==> src/rtl/h14tx_pll_seq.sv <==
// HDMI TX PLL divider/reset sequencer with lock supervision.
// Optional lock-loss/retry counters: H14TX_PLL_SEQ_LOSS_CNT_EN.
module h14tx_pll_seq #(
  parameter logic [5:0] DefIdsel      = 6'd0,
  parameter logic [6:0] DefMdsel      = 7'd0,
  parameter logic [6:0] DefOdsel      = 7'd0,
  parameter int         QuiesceCycles = 16,
  parameter int         ResetHold     = 32,
  parameter int         LockTimeout   = 65535,
  parameter int         StableCycles  = 1024,
  parameter int         MaxRetries    = 3
) (
  input  logic       clk,
  input  logic       rst,
  input  logic       req_valid,
  output logic       req_ready,
  input  logic [5:0] req_idsel,
  input  logic [6:0] req_mdsel,
  input  logic [6:0] req_odsel,
  input  logic       pll_lock,
  output logic       pll_reset,
  output logic [5:0] pll_idsel,
  output logic [6:0] pll_mdsel,
  output logic [6:0] pll_odsel,
  output logic       tmds_en,
  output logic       busy,
  output logic       fail
`ifdef H14TX_PLL_SEQ_LOSS_CNT_EN
  ,
  output logic [7:0] loss_cnt,
  output logic [1:0] retry_cnt
`endif
);

  localparam int M1 = (QuiesceCycles > ResetHold) ? QuiesceCycles : ResetHold;
  localparam int M2 = (LockTimeout > StableCycles) ? LockTimeout : StableCycles;
  localparam int MaxCnt = (M1 > M2) ? M1 : M2;
  localparam int CW = $clog2(MaxCnt + 1);
  localparam int RW = (MaxRetries < 2) ? 1 : $clog2(MaxRetries + 1);

  localparam logic [CW-1:0] QEnd = CW'(QuiesceCycles - 1);
  localparam logic [CW-1:0] REnd = CW'(ResetHold - 1);
  localparam logic [CW-1:0] TEnd = CW'(LockTimeout);
  localparam logic [CW-1:0] SEnd = CW'(StableCycles);
  localparam logic [CW-1:0] CMax = '1;
  localparam logic [RW-1:0] RMax = RW'(MaxRetries);

  typedef enum logic [2:0] {
    ST_RUN,
    ST_QUIESCE,
    ST_RESET,
    ST_WAIT,
    ST_STABLE,
    ST_FAIL
  } state_t;

  state_t        state_q, state_d;
  logic [CW-1:0] cnt_q, cnt_d, cnt_inc;
  logic [RW-1:0] retry_q, retry_d;
  logic          lock_m, lock_s;
  logic          hs, pend_ld;
  logic [5:0]    pend_idsel;
  logic [6:0]    pend_mdsel;
  logic [6:0]    pend_odsel;

  assign hs = req_valid && req_ready;

  always_ff @(posedge clk or posedge rst) begin
    if (rst) begin
      lock_m <= 1'b0;
      lock_s <= 1'b0;
    end else begin
      lock_m <= pll_lock;
      lock_s <= lock_m;
    end
  end

  always_comb begin
    state_d = state_q;
    cnt_d   = cnt_q;
    retry_d = retry_q;
    pend_ld = 1'b0;
    cnt_inc = (cnt_q == CMax) ? cnt_q : cnt_q + 1'b1;
    unique case (state_q)
      ST_RUN: begin
        if (hs) begin
          state_d = ST_QUIESCE;
          cnt_d   = '0;
          retry_d = '0;
          pend_ld = 1'b1;
        end else if (!lock_s) begin
          state_d = ST_QUIESCE;
          cnt_d   = '0;
          retry_d = '0;
        end
      end
      ST_QUIESCE: begin
        if (cnt_q == QEnd) begin
          state_d = ST_RESET;
          cnt_d   = '0;
        end else begin
          cnt_d = cnt_inc;
        end
      end
      ST_RESET: begin
        if (cnt_q == REnd) begin
          state_d = ST_WAIT;
          cnt_d   = '0;
        end else begin
          cnt_d = cnt_inc;
        end
      end
      ST_WAIT: begin
        if (lock_s) begin
          state_d = ST_STABLE;
          cnt_d   = '0;
        end else if (cnt_inc == TEnd) begin
          cnt_d = '0;
          if (retry_q < RMax) begin
            retry_d = retry_q + 1'b1;
            state_d = ST_RESET;
          end else begin
            state_d = ST_FAIL;
          end
        end else begin
          cnt_d = cnt_inc;
        end
      end
      ST_STABLE: begin
        if (!lock_s) begin
          cnt_d = '0;
          if (retry_q < RMax) begin
            retry_d = retry_q + 1'b1;
            state_d = ST_RESET;
          end else begin
            state_d = ST_FAIL;
          end
        end else if (cnt_q == SEnd) begin
          state_d = ST_RUN;
          cnt_d   = '0;
          retry_d = '0;
        end else begin
          cnt_d = cnt_inc;
        end
      end
      ST_FAIL: begin
        if (hs) begin
          state_d = ST_QUIESCE;
          cnt_d   = '0;
          retry_d = '0;
          pend_ld = 1'b1;
        end
      end
      default: begin
        state_d = ST_RESET;
        cnt_d   = '0;
      end
    endcase
  end

  // Outputs are registered from the next state so they align with state_q.
  always_ff @(posedge clk or posedge rst) begin
    if (rst) begin
      state_q    <= ST_RESET;
      cnt_q      <= '0;
      retry_q    <= '0;
      pend_idsel <= DefIdsel;
      pend_mdsel <= DefMdsel;
      pend_odsel <= DefOdsel;
      pll_idsel  <= DefIdsel;
      pll_mdsel  <= DefMdsel;
      pll_odsel  <= DefOdsel;
      pll_reset  <= 1'b1;
      tmds_en    <= 1'b0;
      busy       <= 1'b1;
      fail       <= 1'b0;
      req_ready  <= 1'b0;
    end else begin
      state_q <= state_d;
      cnt_q   <= cnt_d;
      retry_q <= retry_d;
      if (pend_ld) begin
        pend_idsel <= req_idsel;
        pend_mdsel <= req_mdsel;
        pend_odsel <= req_odsel;
      end
      if (state_d == ST_RESET && state_q != ST_RESET) begin
        pll_idsel <= pend_idsel;
        pll_mdsel <= pend_mdsel;
        pll_odsel <= pend_odsel;
      end
      pll_reset <= (state_d == ST_RESET) || (state_d == ST_FAIL);
      tmds_en   <= (state_d == ST_RUN);
      busy      <= !((state_d == ST_RUN) || (state_d == ST_FAIL));
      fail      <= (state_d == ST_FAIL);
      req_ready <= (state_d == ST_RUN) || (state_d == ST_FAIL);
    end
  end

`ifdef H14TX_PLL_SEQ_LOSS_CNT_EN
  logic loss_ev;
  assign loss_ev = (state_q == ST_RUN) && !hs && !lock_s;

  always_ff @(posedge clk or posedge rst) begin
    if (rst) begin
      loss_cnt <= 8'd0;
    end else if (loss_ev && loss_cnt != 8'hff) begin
      loss_cnt <= loss_cnt + 8'd1;
    end
  end

  assign retry_cnt = 2'(retry_q);
`endif

endmodule

==> config.mk <==
export PLATFORM = sky130hd
export DESIGN_NAME = h14tx_pll_seq
export DESIGN_NICKNAME = d
export VERILOG_FILES = /design/src/rtl/h14tx_pll_seq.sv
export SDC_FILE = /design/constraint.sdc
export NUM_CORES = 1
export LEC_CHECK = 0
export BUFFER_PORTS_ARGS = -buffer_cell sky130_fd_sc_hd__buf_2
export CAP_MARGIN = 20
export CORE_ASPECT_RATIO = 1.2
export CORE_MARGIN = 5
export CORE_UTILIZATION = 52
export DETAILED_ROUTE_END_ITERATION = 6
export GPL_TIMING_DRIVEN = 0
export PLACE_DENSITY = 0.76
export SETUP_SLACK_MARGIN = 0.15
export SYNTH_ARGS = -nofsm -noshare
export SYNTH_HDL_FRONTEND = slang
export SYNTH_SLANG_ARGS = --single-unit
==> constraint.sdc <==
create_clock -name clk -period 3.2 [get_ports clk]
set_input_delay 0.32 -clock clk [delete_from_list [all_inputs] [get_ports clk]]
set_output_delay 0.32 -clock clk [all_outputs]
set_load 0.01 [all_outputs]
==> impl_results.md <==
- Setup CP Type: flop to flop
- CP delay by family, top: simple AND/OR/NAND/NOR gates
- Die W: 84.31 um
- Largest net degree at the start of global routing: 47
- Sequential-to-total area share from yosys stat: 49.49%
- Vias in the first global route: 2851
- Final hold violation count: 0
- Max clock buf depth: 2
- Vias post-DR: 2958
- CP endpoint kind: flop
- RSZ-0062 raised after global routing: yes
- Register bit total from synthesis: 68
- Initial core utilization: 53.45%
- Period minus WS final: 3.075 ns
- Clock sink count: 68
- Clock Pin Slew Worst Setup and Hold Paths: 0.07 ns
- Most frequent CP cell: or4_4
- FMAX: 325.2 MHz
- Fin nets: 427
- Port Buffer Count: 48
- CP arrival: 3.31 ns
- GRT Resource Usage Total: 21.02%
- Total wire length: 8.996 mm
- Crit-path slowest cell: or4_4
- Vias per cell: 6.024
- Area fraction of the dominant cell type after synthesis: 47.20%
- Top post-synthesis cells by area: dfrtp_1 (47%), mux2_2 (13%), o21ai_0 (3.6%), a21oi_1 (3.1%), dfstp_2 (2.3%)
- Row cnt: 32
- Routed length per instance: 18.32 um
- Placer Congestion: 0.9596
- Dominant cell type by area after synthesis: dfrtp_1
- DPL Wire Length: 5.714 mm
- Post-synth EDFFs: 0
- Worst Skew: 0.008591 ns
- Slowest stage delay, CP: 0.56 ns
- Final Max Tran Viols: 0
- Cts bufs inserted: 9
- Final worst path period share: 96.10%
- Area Overhead vs Synth: 23.60%
- Synthesized cell area: 3446 um^2
- Syn_nets: 354
- DR iter-0 viols: 120
- CTS tree: yes
- CP max FO: 5
- Hold WS: 0.004683 ns
- Max Cap Violations: 0
- Post-synth ARST share: 100.0%
- Synth unique cells: 55
- Final Cell Area: 4259 um^2
- Placed Area: 3817 um^2
- CP required: 3.43 ns
- Slew @ Worst Pin: 0.8074 ns
- Antenna-violating nets left: 0
- Critical Path, Cell by Cell: ha_4, nand4_1, or4_4, buf_8, nor3_4, o221ai_4, or4_4, a21oi_4, buf_6, mux2_2
- Worst IR drop on VDD: 0.3766 mV
- Yosys warning count: 0
- Power Dens Cells: 738.6 nW/um^2
- Critical path buffer and inverter count: 2
- Post-Syn Instances: 328
- Leakage: 1.950 nW
- Status: finished clean
- Worst min path class: primary input to async pin
- I/O pin count: 49
- Die outline area: 8361 um^2
- Rel. slew slack: 45.85%
- Detailed-router iteration count before antenna repair: 6
- Avg Inst Size Synth: 10.51 um^2
- H-Tree Depth: 3
- Core Util, Final: 66.07%
- Remaining routing DRC violations: 0
- Worst skew pair latency: 0.35 ns
- Root Buffer: clkbuf_8
- Initial antenna violation count: 0
- Cts hold-fix bufs: 0
- First-pass GRT wire length: 14.14 mm
- Grt total ovfl: 0
- Die height: 99.17 um
- Top_reg_cell synth: dfrtp_1
- Share of layout cells above drive strength 1: 38.67%
- # diodes: 0
- Core footprint: 6446 um^2
- Startpoint Class: flop
- Final setup violation count: 0
==> metal layers <==
metal	up-vias	global-route usage [%]	share of wire (%)
met5	-	0	0
met4	0	6.559	1.8
met3	17	4.971	6.7
met2	136	35.24	50
met1	1454	27.02	42
li1	1351	-	-
==> kinds of logic (layout without fill, tap and decap cells) <==
group / count (synthesis) / in the layout / synth area share [%]
compound gates: 85 / 85 / 16.01
buf+inv: 33 / 111 / 4.393
simple gates: 97 / 97 / 15.47
fa+ha+maj: 2 / 2 / 0.7261
mux: 41 / 41 / 13.40
flops: 68 / 68 / 49.49
xor+xnor: 2 / 2 / 0.5084
==> Yosys cell counts, drive strengths merged (2+ instances only) <==
master   instances
or4              2
a31oi            5
inv             17
and3             4
nand3           13
mux2            41
dfrtp           65
or2              2
nor2            20
a21oi           22
o31ai            4
o31a             3
nand2           17
or3              5
nand4            8
a211oi           5
o21a             2
nor4             4
o2bb2ai          2
o211ai           3
buf              7
nand2b           4
clkbuf           9
nor3             9
ha               2
o221ai           2
dfstp            3
a22o             3
o21ai           25
and2             3
==> timing repair <==
item | 4_1_cts | 5_1_grt
resized for setup | 27 | 23
pin swaps | 7 | 2
setup buffers | 6 | 4
endpoints found under the setup margin | 30 | 26
gates cloned | 2 | 0
==> final cells by class <==
cell class	instances	area [um^2]
Buffer	16	113.9
Clock buffer	10	137.6
Clock inverter	6	38.79
Fill cell	513	2187
Inverter	17	63.81
Multi-Input combinational cell	227	1724
Sequential cell	68	1712
Tap cell	85	106.4
Timing Repair Buffer	62	362.8
==> worst reg2reg max path, stage by stage (launching register included) <==
cell	delay, ns
dfrtp_2	0.42
ha_4	0.14
nand4_1	0.14
or4_4	0.56
buf_8	0.15
nor3_4	0.17
o221ai_4	0.14
or4_4	0.46
a21oi_4	0.28
buf_6	0.18
mux2_2	0.33
==> power breakdown <==
part | internal [mW] | total [mW] | leakage, nW | switching, mW
registers | 1.12 | 1.27 | 0.871 | 0.154
clock network | 0.301 | 0.646 | 0.0885 | 0.345
logic | 0.535 | 1.23 | 0.991 | 0.694
total | 1.95 | 3.15 | 1.95 | 1.19
==> sequential cells by signal, indices dropped and copies added, names as in the netlist, 2 cells and up <==
signal / count
state_q: 3
pll_idsel: 6
retry_q: 2
pend_idsel: 6
pll_odsel: 7
pend_odsel: 7
cnt_q: 16
pend_mdsel: 7
pll_mdsel: 7
==> metrics by stage <==
stage	std cells	worst slack (ns)	setup TNS [ns]	power (mW)
2_1_floorplan	328	0.1732	0	2.031
3_3_place_gp	461	-0.2349	-5.110	2.297
3_5_place_dp	463	-0.2558	-5.497	2.363
4_1_cts	487	0.1593	0	3.074
5_1_grt	491	0.02310	0	3.347
6_report	491	0.1248	0	3.146
==> placed cells by master, fill, tap and decap left out, types with 4 or more instances in the layout <==
cell type and n:
mux2_2 24, buf_4 11, clkbuf_8 11, nor2_1 19
nand3_1 12, nand2_1 17, a21oi_1 21, buf_2 51
mux2_4 17, dfrtp_2 5, and3_1 4, nor4_1 4
dfrtp_1 60, o21ai_0 25, a31oi_1 5, clkbuf_1 5
buf_6 5, nand2b_1 4, nand4_1 7, inv_1 16
nor3_1 8
==> final timing paths <==
kind	from	endpoint	slack, ns	cells past startpoint
min in group clk	pll_lock	lock_m	0.07	1
max	cnt_q[1]	pll_idsel[3]	0.12	10
min reg2reg	lock_m	lock_s	0.36	0
max reg2reg	cnt_q[1]	pll_idsel[3]	0.12	10
min	rst	cnt_q[5]	0.005	2
max in group asynchronous	rst	busy	2.52	3
(Power assumes the default switching activity.)
